`config.mk`:
```
export PLATFORM = sky130hd
export DESIGN_NAME = mem_responder_flat
export DESIGN_NICKNAME = d
export VERILOG_FILES = /design/src/rtl/mem_responder_if.sv /design/src/rtl/mem_responder.sv /design/src/flat_wrapper.sv
export SDC_FILE = /design/constraint.sdc
export NUM_CORES = 2
export LEC_CHECK = 0
export CAP_MARGIN = 20
export CELL_PAD_IN_SITES_DETAIL_PLACEMENT = 1
export CELL_PAD_IN_SITES_GLOBAL_PLACEMENT = 1
export CORE_MARGIN = 2
export CORE_UTILIZATION = 56
export DETAILED_ROUTE_END_ITERATION = 6
export PLACE_DENSITY_LB_ADDON = 0.1
export SETUP_SLACK_MARGIN = 0.1
export SYNTH_ARGS = -nofsm -noshare
export SYNTH_HDL_FRONTEND = slang
export SYNTH_SLANG_ARGS = --single-unit
export TNS_END_PERCENT = 100
```
`constraint.sdc`:
```
create_clock -name clk -period 11.7 [get_ports clk]
set_input_delay 2.925 -clock clk [delete_from_list [all_inputs] [get_ports clk]]
set_output_delay 2.925 -clock clk [all_outputs]
set_load 0.01 [all_outputs]
```
`src/rtl/mem_responder_if.sv`:
```
// Request/response bundle between a requester and mem_responder.
// Latency: none (wires only).
// Backpressure: none here; the requester must watch busy / en_out.
// Signals: en_in, ldr_rom[1:0], rom_addr[15:0], rom_data[15:0] toward the responder;
//          rdata[15:0], en_out, busy, err back to the requester.
interface mem_responder_if;
    logic        en_in;
    logic [1:0]  ldr_rom;
    logic [15:0] rom_addr;
    logic [15:0] rom_data;
    logic [15:0] rdata;
    logic        en_out;
    logic        busy;
    logic        err;

    modport master (
        output en_in, ldr_rom, rom_addr, rom_data,
        input  rdata, en_out, busy, err
    );

    modport slave (
        input  en_in, ldr_rom, rom_addr, rom_data,
        output rdata, en_out, busy, err
    );
endinterface

```
`src/rtl/mem_responder.sv`:
```
// Single-port 2^DEPTH_LOG2 x 16 word store that serves one load/store/no-op per request.
// Latency: en_out pulses in the 2nd cycle after the en_in sampling edge; one request per 3 cycles.
// Backpressure: en_in is only sampled in IDLE; requests seen while busy (or in DONE) are dropped.
// Ports: clk, rst (async, active low), bus (mem_responder_if.slave).
// Optional feature: define MEM_RANGE_CHK_EN to flag/suppress accesses with nonzero
// rom_addr[15:DEPTH_LOG2]; without it upper address bits alias and err stays 0.
module mem_responder #(
    parameter int DEPTH_LOG2 = 8
) (
    input  logic            clk,
    input  logic            rst,
    mem_responder_if.slave  bus
);
    localparam int DEPTH = 1 << DEPTH_LOG2;

    localparam logic [1:0] ST_INIT   = 2'd0;
    localparam logic [1:0] ST_IDLE   = 2'd1;
    localparam logic [1:0] ST_ACCESS = 2'd2;
    localparam logic [1:0] ST_DONE   = 2'd3;

    localparam logic [1:0] CMD_LOAD  = 2'b01;
    localparam logic [1:0] CMD_STORE = 2'b10;

    logic [1:0]            state_q, state_d;
    logic [DEPTH_LOG2-1:0] cnt_q, cnt_d;
    logic [1:0]            cmd_q, cmd_d;
    logic [15:0]           addr_q, addr_d;
    logic [15:0]           wdat_q, wdat_d;
    logic [15:0]           rdata_q, rdata_d;
    logic                  en_out_q, en_out_d;
    logic                  err_q, err_d;

    logic [15:0]           mem_q [DEPTH];
    logic                  mem_we;
    logic [DEPTH_LOG2-1:0] mem_widx;
    logic [15:0]           mem_wdat;
    logic [DEPTH_LOG2-1:0] idx;
    logic [15:0]           rd_word;
    logic                  oor;

    assign idx     = addr_q[DEPTH_LOG2-1:0];
    assign rd_word = mem_q[idx];

`ifdef MEM_RANGE_CHK_EN
    assign oor = (addr_q >> DEPTH_LOG2) != 16'h0000;
`else
    // Upper address bits are deliberately ignored: addresses alias modulo DEPTH.
    logic addr_hi_unused;
    assign addr_hi_unused = |(addr_q >> DEPTH_LOG2);
    assign oor            = 1'b0;
`endif

    always_comb begin
        state_d  = state_q;
        cnt_d    = cnt_q;
        cmd_d    = cmd_q;
        addr_d   = addr_q;
        wdat_d   = wdat_q;
        rdata_d  = rdata_q;
        en_out_d = 1'b0;
        err_d    = err_q;
        mem_we   = 1'b0;
        mem_widx = idx;
        mem_wdat = wdat_q;

        case (state_q)
            ST_INIT: begin
                // Zero one word per cycle; this also runs while rst is held low,
                // which is harmless because the sweep restarts from word 0.
                mem_we   = 1'b1;
                mem_widx = cnt_q;
                mem_wdat = 16'h0000;
                if (&cnt_q) begin
                    cnt_d   = '0;
                    state_d = ST_IDLE;
                end else begin
                    cnt_d = cnt_q + DEPTH_LOG2'(1);
                end
            end
            ST_IDLE: begin
                if (bus.en_in) begin
                    cmd_d   = bus.ldr_rom;
                    addr_d  = bus.rom_addr;
                    wdat_d  = bus.rom_data;
                    state_d = ST_ACCESS;
                end
            end
            ST_ACCESS: begin
                // en_out is registered here so it is high during DONE.
                en_out_d = 1'b1;
                state_d  = ST_DONE;
                case (cmd_q)
                    CMD_LOAD: begin
                        rdata_d = oor ? 16'hFFFF : rd_word;
                        err_d   = oor;
                    end
                    CMD_STORE: begin
                        mem_we = !oor;
                        err_d  = oor;
                    end
                    default: err_d = 1'b0;
                endcase
            end
            default: state_d = ST_IDLE;    // ST_DONE
        endcase
    end

    always_ff @(posedge clk or negedge rst) begin
        if (!rst) begin
            state_q  <= ST_INIT;
            cnt_q    <= '0;
            cmd_q    <= 2'b00;
            addr_q   <= 16'h0000;
            wdat_q   <= 16'h0000;
            rdata_q  <= 16'h0000;
            en_out_q <= 1'b0;
            err_q    <= 1'b0;
        end else begin
            state_q  <= state_d;
            cnt_q    <= cnt_d;
            cmd_q    <= cmd_d;
            addr_q   <= addr_d;
            wdat_q   <= wdat_d;
            rdata_q  <= rdata_d;
            en_out_q <= en_out_d;
            err_q    <= err_d;
        end
    end

    // Storage array has no reset; the INIT sweep clears it.
    always_ff @(posedge clk) begin
        if (mem_we) begin
            mem_q[mem_widx] <= mem_wdat;
        end
    end

    assign bus.rdata  = rdata_q;
    assign bus.en_out = en_out_q;
    assign bus.err    = err_q;
    assign bus.busy   = (state_q != ST_IDLE);
endmodule

```
`src/flat_wrapper.sv`:
```
// flat-port wrapper written by rule: the top's interface ports become plain ports
module mem_responder_flat 
#(
    parameter int DEPTH_LOG2 = 8
)
  (clk, rst, bus_en_in, bus_ldr_rom, bus_rom_addr, bus_rom_data, bus_rdata, bus_en_out, bus_busy, bus_err);
  mem_responder_if bus_i ();
  input  logic clk;
  input  logic rst;
  input wire logic [$bits(bus_i.en_in)-1:0] bus_en_in;
  input wire logic [$bits(bus_i.ldr_rom)-1:0] bus_ldr_rom;
  input wire logic [$bits(bus_i.rom_addr)-1:0] bus_rom_addr;
  input wire logic [$bits(bus_i.rom_data)-1:0] bus_rom_data;
  output wire logic [$bits(bus_i.rdata)-1:0] bus_rdata;
  output wire logic [$bits(bus_i.en_out)-1:0] bus_en_out;
  output wire logic [$bits(bus_i.busy)-1:0] bus_busy;
  output wire logic [$bits(bus_i.err)-1:0] bus_err;
  assign bus_i.en_in = bus_en_in;
  assign bus_i.ldr_rom = bus_ldr_rom;
  assign bus_i.rom_addr = bus_rom_addr;
  assign bus_i.rom_data = bus_rom_data;
  assign bus_rdata = bus_i.rdata;
  assign bus_en_out = bus_i.en_out;
  assign bus_busy = bus_i.busy;
  assign bus_err = bus_i.err;
  mem_responder #(.DEPTH_LOG2(DEPTH_LOG2)) u_core (.clk(clk), .rst(rst), .bus(bus_i));
endmodule
```
==> results.py <==
metrics = {
    "clocking": {
        "cts_tree": "built",
        "postCtsResizedCells": 0,
        "clk_root_buffer_cell": "clkbuf_16",
        "cts-htree-levels": 5,
        "hold_buffers": 0,
        "clk_path_buf_depth": 4,
        "clk_pin_slew_worst_paths_ps": 60,
        "cts_buffers": 416,
        "cts_setup_buffers": 0,
        "clock-sinks": 4149,
        "clkLatencyLatePin_ps": 960,
    },
    "yosys": {
        "synth_edf_count": 4096,
        "yosysSeqAreaShare_pct": 77.4,
        "synth_area_per_cell_sq_um": 20.8,
        "synth_area_sq_mm": 0.161,
        "synth_nets": 7752,
        "ys_warn_count": 0,
        "syn_inst": 7711,
        "synthFlopType": "edfxtp_1",
        "async_flop_share_pct": 1.28,
        "ys_ff_latch": 4149,
        "ys_types": 73,
    },
    "run": {
        "drv_cap": 0,
    },
    "power": {
        "power.density_mw_per_mm2": 262,
        "ir_worst_vdd_uv": 483,
        "pwr-share-comb_pct": 31.4,
        "p_switching_mw": 16.3,
        "switching_share_pct": 34.4,
        "intPower_mw": 31.0,
        "seq_power_share_pct": 41.2,
        "p_leak_nw": 58.1,
        "pwr-share-clk_pct": 27.4,
    },
    "worst_setup_path": {
        "critPathKind": "reg2reg",
        "crit_arrival_ps": 6250,
        "max_stage_delay_ps": 940,
        "cp-start-kind": "flop",
        "critPathRequiredTime_ps": 12330,
        "path_cells": "buf_4, buf_4, inv_8, o32ai_1, nand2_1, nor2_1, buf_4",
        "crit_path_frequent_cell": "buf_4",
        "critPathTopFamily": "buffers and inverters",
        "cpMaxStageDelayCell": "nand2_1",
        "cp-end-kind": "flop",
        "cp_max_fo": 31,
        "critPathBufInv": 4,
    },
    "layout": {
        "final_layout_size_suffix_gt1_share_pct": 22.7,
        "stdcell_count": 12309,
        "final_area_sq_mm": 0.181,
        "area_growth_pct": 12.4,
        "final_cell_mix": "4,096 x edfxtp_1, 713 x mux4_2, 648 x mux2i_1",
        "final_core_utilization_pct": 63.3,
        "num-nets-final": 8240,
        "layout_commonest_cell": "edfxtp_1",
    },
    "die": {
        "core_sq_mm": 0.285,
        "row_count": 196,
        "io_pins": 56,
        "dieArea_sq_mm": 0.291,
        "die_w_um": 540,
        "die_h_um": 540,
        "initial_core_util_pct": 56.3,
    },
    "drt": {
        "routed_via_density": 6.83,
        "drtIter0Drc": 11977,
        "vias": 84033,
        "drt_pass1_iterations": 7,
        "drc_errors": 0,
        "ant_nets": 0,
        "wl_per_cell_um": 38.6,
        "routed_wirelength_mm": 475,
    },
    "global_routing": {
        "grt_usage_pct": 32.6,
        "grt_pass1_wl_mm": 667,
        "grt_max_degree": 240,
        "grt_pass1_vias": 86071,
        "antenna_found_initial": 45,
        "overflow": 0,
    },
    "timing": {
        "setup_viol": 0,
        "drv_slew": 0,
        "clock.fmax_mhz": 178,
        "tns_ps": 0,
        "skew_ps": 46.5,
        "hold_violations": 0,
        "rsz0062_at_grt": "no",
        "worst_slew_pin_slew_ps": 1460,
        "fin_crit_ps": 5620,
        "slew-limit-headroom_pct": 2.68,
        "holdWs_ps": 510,
        "period_share_pct": 48.1,
    },
    "worst_hold_path": {
        "hold_class": "reg2reg",
    },
    "place": {
        "place.gp.congestion": 0.837,
        "dp_cells": 11510,
        "place_area_sq_mm": 0.167,
        "hpwlAfterDp_mm": 284,
        "port_buffers": 46,
    },
    "status": {
        "outcome": "complete, no violations",
    },
}
## path summary, 6_finish.rpt
kind | to | slack, ps | depth (start not counted) | from
setup / recovery | u_core.mem_q[25][0]$_DFFE_PP_ | 6080 | 7 | u_core.addr_q[4]$_DFFE_PN0P_
hold / removal | u_core.wdat_q[1]$_DFFE_PN0P_ | 510 | 1 | u_core.wdat_q[1]$_DFFE_PN0P_
setup reg to reg | u_core.mem_q[25][0]$_DFFE_PP_ | 6080 | 7 | u_core.addr_q[4]$_DFFE_PN0P_
hold reg to reg | u_core.wdat_q[1]$_DFFE_PN0P_ | 510 | 1 | u_core.wdat_q[1]$_DFFE_PN0P_
max in group asynchronous | u_core.bus.rdata[15]$_DFFE_PN0P_ | 8440 | 2 | rst
min in group asynchronous | u_core.wdat_q[9]$_DFFE_PN0P_ | 1860 | 1 | rst
## sequential cells by signal, summed over array words and instances, names as in the netlist
signal	count
u_core.mem_q	4096
u_core.addr_q	8
u_core.bus.en_out	1
u_core.bus.rdata	16
u_core.state_q	2
u_core.wdat_q	16
u_core.cnt_q	8
u_core.cmd_q	2
## power by group through the flow
stage	Clock [mW]	Combinational [mW]	Sequential, mW
6_report	13.0	14.9	19.5
4_1_cts	13.1	14.7	19.5
3_3_place_gp	0	14.1	19.8
2_1_floorplan	0	8.83	20.4
3_5_place_dp	0	14.6	19.8
5_1_grt	13.6	15.5	19.5
## cells in the mapped netlist, types with 51 or more instances
cell type / instances / area (sq um)
mux2i_1: 648 / 6490
clkbuf_1: 157 / 589
buf_2: 77 / 385
nand3_1: 51 / 255
o22ai_1: 196 / 1230
nand2_1: 244 / 916
nor2_1: 327 / 1230
edfxtp_1: 4096 / 123000
a21oi_1: 131 / 656
a22oi_1: 78 / 586
o21ai_0: 124 / 621
dfrtp_1: 53 / 1330
a211oi_1: 93 / 698
buf_6: 71 / 800
o221ai_1: 119 / 1040
buf_4: 88 / 661
mux4_2: 713 / 16100
## layer usage
metal	part of all wire (%)	wire length [um]	up-vias	track usage, %
met1	39	185000	45333	46.4
met4	4.1	19500	14	12.2
li1	-	-	33213	-
met2	47	224000	4640	50.7
met3	9.9	46800	833	6.22
met5	0.020	96	-	0
## cell type report
class                      count  area [sq um]
antenna                        8          20.0
clock buffer                 534         11100
clock inverter               224          1970
fill                       23063        105000
inverter                      18          75.1
multi-input combinational   3089         33600
sequential                  4149        124000
tap                         3762          4710
timing repair buffer         525          4700
## metrics by stage
stage / setup slack [ps] / total power [mW]
2_1_floorplan: 2690 / 29.3
6_report: 6080 / 47.3
5_1_grt: 5990 / 48.6
4_1_cts: 6170 / 47.3
3_5_place_dp: 6190 / 34.4
3_3_place_gp: 6200 / 33.8
## cells by family (layout without fill, tap and decap cells)
group                      after synthesis  in the layout  share of synthesized area [%]
DFF                                   4149           4149                           77.4
muxes                                 1413           1413                           14.6
AOI/OAI and AO/OA                      894            894                           3.85
and+or+nand+nor                        773            773                           2.09
buffers and inverters                  473           1301                           2.03
adders and majority gates                4              4                         0.0312
xor gates and xnor gates                 4              4                         0.0218
other                                    1              9                        0.00233
(Power assumes the default switching activity.)
